<file path="src/rtl/alarm_controller.sv">
// alarm_controller: alarm time registers, match detection and the RINGING/SNOOZE state machine.
// Define ALARM_SNOOZE_EN to build the SNOOZE state; otherwise a snooze press acts as dismiss.
module alarm_controller #(
  parameter int SNOOZE_SEC       = 300,
  parameter int RING_TIMEOUT_SEC = 60
) (
  input  logic       CLOCK_50,
  input  logic       reset,
  input  logic       hz_clock,
  input  logic [3:0] hours_in,
  input  logic [3:0] min10_in,
  input  logic [3:0] min1_in,
  input  logic       pm_in,
  input  logic       arm,
  input  logic       set_mode,
  input  logic       key_hour_n,
  input  logic       key_min_n,
  input  logic       key_snooze_n,
  input  logic       key_dismiss_n,
  output logic [3:0] alarm_hours,
  output logic [3:0] alarm_min10,
  output logic [3:0] alarm_min1,
  output logic       alarm_pm,
  output logic       ringing,
  output logic       snoozing,
  output logic       beep
);

  typedef enum logic [1:0] {
    IDLE    = 2'd0,
    RINGING = 2'd1,
    SNOOZE  = 2'd2
  } state_t;

  localparam int K_HOUR    = 0;
  localparam int K_MIN     = 1;
  localparam int K_SNOOZE  = 2;
  localparam int K_DISMISS = 3;

  localparam logic [15:0] RING_LAST = 16'(RING_TIMEOUT_SEC - 1);
`ifdef ALARM_SNOOZE_EN
  localparam logic [15:0] SNOOZE_LAST = 16'(SNOOZE_SEC - 1);
`endif

  logic [3:0] keys_n;
  assign keys_n = {key_dismiss_n, key_snooze_n, key_min_n, key_hour_n};

  // Synchronizers plus one extra stage for edge detection
  logic       hz_s1_q, hz_s1_d, hz_s2_q, hz_s2_d, hz_s3_q, hz_s3_d;
  logic       tick_q, tick_d;
  logic [3:0] key_s1_q, key_s1_d, key_s2_q, key_s2_d, key_s3_q, key_s3_d;
  logic [3:0] press_q, press_d;

  logic [3:0] hours_q, hours_d, min10_q, min10_d, min1_q, min1_d;
  logic       pm_q, pm_d;
  logic       match, match_q, match_d, trigger;

  state_t      state_q, state_d;
  logic [15:0] cnt_q, cnt_d;
  logic        ringing_q, ringing_d, snoozing_q, snoozing_d;
  logic        leave;

  always_comb begin
    hz_s1_d  = hz_clock;
    hz_s2_d  = hz_s1_q;
    hz_s3_d  = hz_s2_q;
    tick_d   = hz_s2_q & ~hz_s3_q;
    key_s1_d = keys_n;
    key_s2_d = key_s1_q;
    key_s3_d = key_s2_q;
    press_d  = key_s3_q & ~key_s2_q;
  end

  always_comb begin
    // NOTE: every variable gets its hold value first so no path infers a latch.
    hours_d = hours_q;
    pm_d    = pm_q;
    min10_d = min10_q;
    min1_d  = min1_q;
    if (set_mode) begin
      if (press_q[K_HOUR]) begin
        if (hours_q == 4'd12) begin
          hours_d = 4'd1;
        end else begin
          hours_d = hours_q + 4'd1;
          if (hours_q == 4'd11) pm_d = ~pm_q;
        end
      end
      if (press_q[K_MIN]) begin
        if (min1_q == 4'd9) begin
          min1_d  = 4'd0;
          min10_d = (min10_q == 4'd5) ? 4'd0 : min10_q + 4'd1;
        end else begin
          min1_d = min1_q + 4'd1;
        end
      end
    end
  end

  assign match   = (hours_in == hours_q) && (min10_in == min10_q) &&
                   (min1_in == min1_q) && (pm_in == pm_q);
  assign match_d = match;
  // Edge of match only, so a dismissed alarm stays quiet for the rest of the minute
  assign trigger = match & ~match_q;
  assign leave   = ~arm | set_mode | press_q[K_DISMISS];

  always_comb begin
    state_d   = state_q;
    cnt_d     = cnt_q;
    ringing_d = (state_q == RINGING);
`ifdef ALARM_SNOOZE_EN
    snoozing_d = (state_q == SNOOZE);
`else
    snoozing_d = 1'b0;
`endif
    case (state_q)
      IDLE: begin
        if (trigger && arm && !set_mode) begin
          state_d = RINGING;
          cnt_d   = '0;
        end
      end
      RINGING: begin
        if (leave) begin
          state_d = IDLE;
        end else if (press_q[K_SNOOZE]) begin
`ifdef ALARM_SNOOZE_EN
          state_d = SNOOZE;
          cnt_d   = '0;
`else
          state_d = IDLE;
`endif
        end else if (tick_q) begin
          if (cnt_q == RING_LAST) state_d = IDLE;
          else                    cnt_d   = cnt_q + 16'd1;
        end
      end
`ifdef ALARM_SNOOZE_EN
      SNOOZE: begin
        if (leave) begin
          state_d = IDLE;
        end else if (tick_q) begin
          if (cnt_q == SNOOZE_LAST) begin
            state_d = RINGING;
            cnt_d   = '0;
          end else begin
            cnt_d = cnt_q + 16'd1;
          end
        end
      end
`endif
      default: state_d = IDLE;
    endcase
  end

  always_ff @(posedge CLOCK_50) begin
    if (!reset) begin
      // NOTE: synchronizers reset to the idle input level so reset release is not seen as an edge.
      hz_s1_q    <= 1'b0;
      hz_s2_q    <= 1'b0;
      hz_s3_q    <= 1'b0;
      tick_q     <= 1'b0;
      key_s1_q   <= '1;
      key_s2_q   <= '1;
      key_s3_q   <= '1;
      press_q    <= '0;
      hours_q    <= 4'd12;
      min10_q    <= 4'd0;
      min1_q     <= 4'd0;
      pm_q       <= 1'b0;
      match_q    <= 1'b0;
      state_q    <= IDLE;
      cnt_q      <= '0;
      ringing_q  <= 1'b0;
      snoozing_q <= 1'b0;
    end else begin
      // NOTE: non-blocking assignments so every flop samples pre-edge values.
      hz_s1_q    <= hz_s1_d;
      hz_s2_q    <= hz_s2_d;
      hz_s3_q    <= hz_s3_d;
      tick_q     <= tick_d;
      key_s1_q   <= key_s1_d;
      key_s2_q   <= key_s2_d;
      key_s3_q   <= key_s3_d;
      press_q    <= press_d;
      hours_q    <= hours_d;
      min10_q    <= min10_d;
      min1_q     <= min1_d;
      pm_q       <= pm_d;
      match_q    <= match_d;
      state_q    <= state_d;
      cnt_q      <= cnt_d;
      ringing_q  <= ringing_d;
      snoozing_q <= snoozing_d;
    end
  end

  assign alarm_hours = hours_q;
  assign alarm_min10 = min10_q;
  assign alarm_min1  = min1_q;
  assign alarm_pm    = pm_q;
  assign ringing     = ringing_q;
  assign snoozing    = snoozing_q;
  assign beep        = ringing_q & hz_s2_q;

endmodule

</file>
<file path="config.mk">
export PLATFORM = sky130hd
export DESIGN_NAME = alarm_controller
export DESIGN_NICKNAME = d
export VERILOG_FILES = /design/src/rtl/alarm_controller.sv
export SDC_FILE = /design/constraint.sdc
export NUM_CORES = 1
export LEC_CHECK = 0
export CORE_ASPECT_RATIO = 1.1
export CORE_MARGIN = 1
export CORE_UTILIZATION = 50
export CTS_BUF_LIST = sky130_fd_sc_hd__clkbuf_8
export DETAILED_ROUTE_END_ITERATION = 10
export HOLD_SLACK_MARGIN = 0.08
export MAX_ROUTING_LAYER = met4
export PLACE_DENSITY = 0.87
export SYNTH_ARGS = -nofsm -noshare
export SYNTH_HDL_FRONTEND = slang
export SYNTH_SLANG_ARGS = --single-unit
</file>
<file path="constraint.sdc">
create_clock -name CLOCK_50 -period 4.5 [get_ports CLOCK_50]
set_clock_uncertainty 0.05 [all_clocks]
set_input_delay 1.125 -clock CLOCK_50 [delete_from_list [all_inputs] [get_ports CLOCK_50]]
set_output_delay 1.125 -clock CLOCK_50 [all_outputs]
set_load 0.005 [all_outputs]
</file>
; ---- Yosys cells after proc, flatten, opt, wreduce, memory -nomap -nowiden
; Index checks and enable logic that the tools add are counted.
[totals]
in_bits = 22
regBits = 53
word_cells = 78
[classes]
n_eq_ne = 17
addsub = 4
reduce_logical = 14
n_mux = 15
bitwise_logic = 12
[ops]
columns = op, n
row1 = $mux W16, 5
row2 = $pmux W16 S2, 1
row3 = $add A16 B1 Y16 const B, 1
row4 = $eq A16 B6 Y1 const B, 1
row5 = $add A4 B1 Y4 const B, 3
row6 = $eq A4 B4 Y1, 3
row7 = $eq A4 B4 Y1 const B, 3
row8 = $mux W4, 3
row9 = $mux W2, 5
row10 = $ne A2 B2 Y1 const B, 5
row11 = $reduce_and A3 Y1, 2
row12 = $reduce_and A6 Y1, 1
row13 = $logic_and A1 B1 Y1, 5
row14 = $not A1 Y1, 5
row15 = $and A4 B4 Y4, 1
row16 = $eq A4 B3 Y1 const B, 1
row17 = $ne A4 B2 Y1 const B, 1
row18 = $ne A4 B3 Y1 const B, 1
row19 = $not A4 Y4, 1
row20 = $pmux W2 S2, 1
row21 = $reduce_and A2 Y1, 2
row22 = $reduce_and A4 Y1, 1
row23 = $and A1 B1 Y1, 3
row24 = $eq A2 B1 Y1 const B, 1
row25 = other kinds (5), 6

; ---- Depth between registers and ports, before layout
[depth]
word_depth = 9
depth_mapped = 7
depth_no_buf = 6

; ---- Worst setup path after synthesis
; Ideal clock, no wire load.
[synth_path]
path_type = input to register
from = in set_mode
to = reg cnt_q[13]
path_stages = 6
setup_ps = 70
t_arrival_ps = 2416
t_required_ps = 4380
path_slack_ps = 1964
cell_sequence = nor4b_2 and3_2 buf_6 nand4_2 or4b_1 a21oi_1
[synth_between]
elab_chain_cells = 4
word_cells_on_any_way = 7
cone_classes = eq/ne (2) / bitwise (2) / reduce/logical (3)
[synth_rtl]
columns = item, line
row1 = from (decl), 15  ; input logic set_mode,
row2 = $or A1 B1 Y1 or $logic_not A1 Y1 (tied branches), "105, 118"
row3 = $or A1 B1 Y1 or $logic_and A1 B1 Y1 (tied branches), "105, 118"
row4 = $ne A2 B2 Y1 (no line), -
row5 = $reduce_and A6 Y1 (no line) (*), -
row6 = to (signal assigned), 192  ; cnt_q <= cnt_d;
row7 = to (decl), 59  ; logic [15:0] cnt_q, cnt_d;
; Every way passes the cells marked *; elsewhere a longest branch is shown, timed or not.
; A chain may end at the register's enable or synchronous reset.

; ---- Worst setup path after layout
[layout_path]
from = in set_mode
to = reg cnt_q[12]
; The elaborated chain is that of the path after synthesis.

==> key figures <==
Timing
  • Slew @ Worst Pin: 530.3 ps
  • Period utilisation layout: between 60% and 70%
  • Fin worst setup slack: 1475 ps
  • Max-slew violation count: 0
  • Setup total negative slack: 0 ps
  • Rel. slew slack: 64.57%
  • Period minus WS final: slightly above 3000 ps
  • RSZ-0062 raised after global routing: no
  • Setup-failing EPs final: 0
  • Fmax: ~0.33 GHz
  • Final Hold Violating Endpoints: 0
  • Hold_ws: about 350 ps

Routing
  • Wire per inst: ~13 µm
  • Vias: 1833
  • Pre-antenna DRT Iters: 4
  • Iteration-0 DRC Markers: ~120
  • Antenna Nets Post-Route: 0
  • Vias per inst: 5.375
  • DRC violation count after routing: 0
  • Routed wire length: 4.389 mm

Worst setup path
  • Worst-case reg-to-reg path depth: 6
  • Crit path max fanout: 11
  • R2R Path Start: cnt_q[0]$_SDFFE_PN0P_
  • Kind of cell adding the most delay to the critical path: simple AND/OR/NAND/NOR gates
  • Worst path required time: 4690 ps
  • Critical path cell sequence: clkdlybuf4s50_1, nor4b_2, and3_2, nand2_2, or4_1, a21oi_1
  • Critical Path Slowest Stage Cell: clkdlybuf4s50_1
  • CP startpoint: set_mode
  • CP Depth: 6
  • FF-to-FF End: cnt_q[9]$_SDFFE_PN0P_
  • Crit Path Category: in2reg
  • Crit-path max cell delay: 540 ps
  • Crit path capture type: flip-flop
  • Critical Path Source Type: input port
  • WP buf/inv: 1
  • CP arrival: 3220 ps
  • Reg-to-reg setup timing slack: between 2000 and 2500 ps

Finish
  • Antenna Diode Count: 0
  • Area Growth Syn to Fin: 21.44%
  • Fillers: around 360
  • Final nets: slightly above 300
  • Final Non-Filler Cells: approximately 340
  • Layout cells sized above 1: ~5.2%

Yosys
  • Netlist cell types: 43
  • Avg Cell Area, Syn: around 9.1 µm²
  • Number of synthesized flops with an enable pin: 0
  • Yosys top cell by area: dfxtp_1
  • Top cells by count, synth: dfxtp_1 (52), xor2_1 (21), nor2_1 (19), nand2_1 (18)
  • Async SR Flop Fraction: 0%
  • Largest cells by area after synthesis: dfxtp_1 (46%), xor2_1 (8.1%), and2_1 (3.6%), nand2b_1 (3.6%), nor2_1 (3.1%)
  • Synth Flop Type: dfxtp_1
  • Most common cell in the netlist: dfxtp_1
  • Sequential cell area fraction in the yosys report: 45.74%
  • Cells after Synth: between 200 and 300
  • Yosys top cell area share: 45.74%
  • Warnings from Yosys: 0
  • Flops & latches, synth: 52
  • Synth Net Count: 275
  • Post-Syn Area: 2276 µm²

Die
  • Core area: 4348 µm²
  • Initial core utilization: between 50% and 60%
  • Die area: between 4000 and 5000 µm²
  • Die Width: 66.33 µm
  • Die H: approximately 73 µm
  • Num ports: 38
  • FP Rows: 25

Global routing
  • Most Crowded Layer GR: met2
  • GR met1 Demand/Resource: 23.64%
  • Initial antenna violation count: 0
  • GRT overflow: 0
  • Met3 Track Usage GR: 5.000%
  • GRT Total Usage: roughly a fifth
  • Largest net degree at the start of global routing: 36
  • First-pass GRT wire length: roughly 7.4 mm
  • Met2 usage: 34.13%
  • Vias in the first global route: 1705

Clock tree
  • CTS tree: yes
  • Clock Root Buffer: clkbuf_8
  • Clock Path Buffers: 2
  • Post-CTS setup buffers: 0
  • Clock sink count: 52
  • CTS clk-pin slew, worst paths: 100 ps
  • Worst-Skew Late Latency: approximately 320 ps
  • H-tree levels: 2
  • Number of CTS-inserted buffers: 5
  • CTS Hold Bufs: 0
  • CTS resizes: 0

Placed design
  • IO Port Bufs: 36
  • Pre-CTS setup slack: between 1000 and 1500 ps
  • Gpl congestion: between 0.8 and 0.9
  • Placed cells: roughly 330
  • DPL Wire Length: ~3.2 mm

Power
  • VDD IR max: approximately 270 µV
  • Leakage: 0.001043 µW
  • Pwr Total: between 800 and 900 µW
  • Total power per unit cell area: slightly below 300 nW/µm²

Worst hold path
  • Startpoint of the worst hold path: hz_s3_q$_SDFF_PN0_
  • Worst Hold Endpoint: tick_q$_SDFF_PN0_
  • Hold crit path type: reg2reg
  • Hold path depth: 1

Job
  • Max cap viols: 0

Run status
  • Status: complete, no violations
[registers in the layout, indices dropped and copies added, names as in the netlist, 4 cells and up]
register	count
alarm_hours	4
press_q	4
cnt_q	16
alarm_min10	4
alarm_min1	4
key_s3_q	4
key_s1_q	4
key_s2_q	4
[power by group]
part           switching [µW]  internal, µW
Sequential               3.32           467
Clock                     172           118
Combinational            18.1          28.1
[cells by family after synthesis]
group | after synthesis | share of synthesized area [%]
adders and majority gates | 3 | 1.649
DFF | 52 | 45.74
and+or+nand+nor | 118 | 29.74
other | 1 | 0.1648
AOI/OAI and AO/OA | 30 | 7.972
muxes | 2 | 0.8796
xor gates and xnor gates | 27 | 10.39
buffers and inverters | 17 | 3.463
[layer usage]
layer	up-vias	wire length (µm)
li1	937	-
met1	841	1872
met2	46	2279
met3	9	160
met4	0	77
met5	-	0
[worst max-delay path by stage]
stage	end
after floorplan	cnt_q[13]$_SDFFE_PN0P_
after global placement	cnt_q[12]$_SDFFE_PN0P_
after detailed placement	cnt_q[14]$_SDFFE_PN0P_
after CTS	cnt_q[14]$_SDFFE_PN0P_
after global routing	cnt_q[14]$_SDFFE_PN0P_
final	cnt_q[12]$_SDFFE_PN0P_
[final cells by class]
cell class / instances / area [µm²] / area share (%)
timing repair buffer: 37 / 367.9 / 13.31
inverter: 9 / 33.78 / 1.222
sequential: 52 / 1041 / 37.66
clock inverter: 3 / 28.78 / 1.041
multi-input combinational: 181 / 1156 / 41.83
clock buffer: 5 / 68.82 / 2.490
tap: 54 / 67.56 / 2.445
[layout by cell type, fill, tap and decap left out, types with 3 or more instances in the layout]
cell              n
nor2_1           19
inv_1             9
nor4b_1           4
and2_1           13
ha_1              3
nand4_1          10
nor2b_1           5
o21ai_0           8
nor3b_1           3
a21oi_1          10
nand2_1          18
xor2_1           21
nand2b_1         13
nor4_1            4
dfxtp_1          52
nand3_1           9
xnor2_1           6
nor3_1            4
clkbuf_8          5
clkdlybuf4s50_1  36
[metrics by stage]
| stage | util, % | cell area (µm²) |
|---|---|---|
| finish | 63.57 | 2764 |
| global route | 63.57 | 2764 |
| CTS | 63.57 | 2764 |
| detailed placement | 61.32 | 2666 |
| global placement | 61.32 | 2666 |
| floorplan | - | 2276 |
Power figures use the tool's default switching activity.
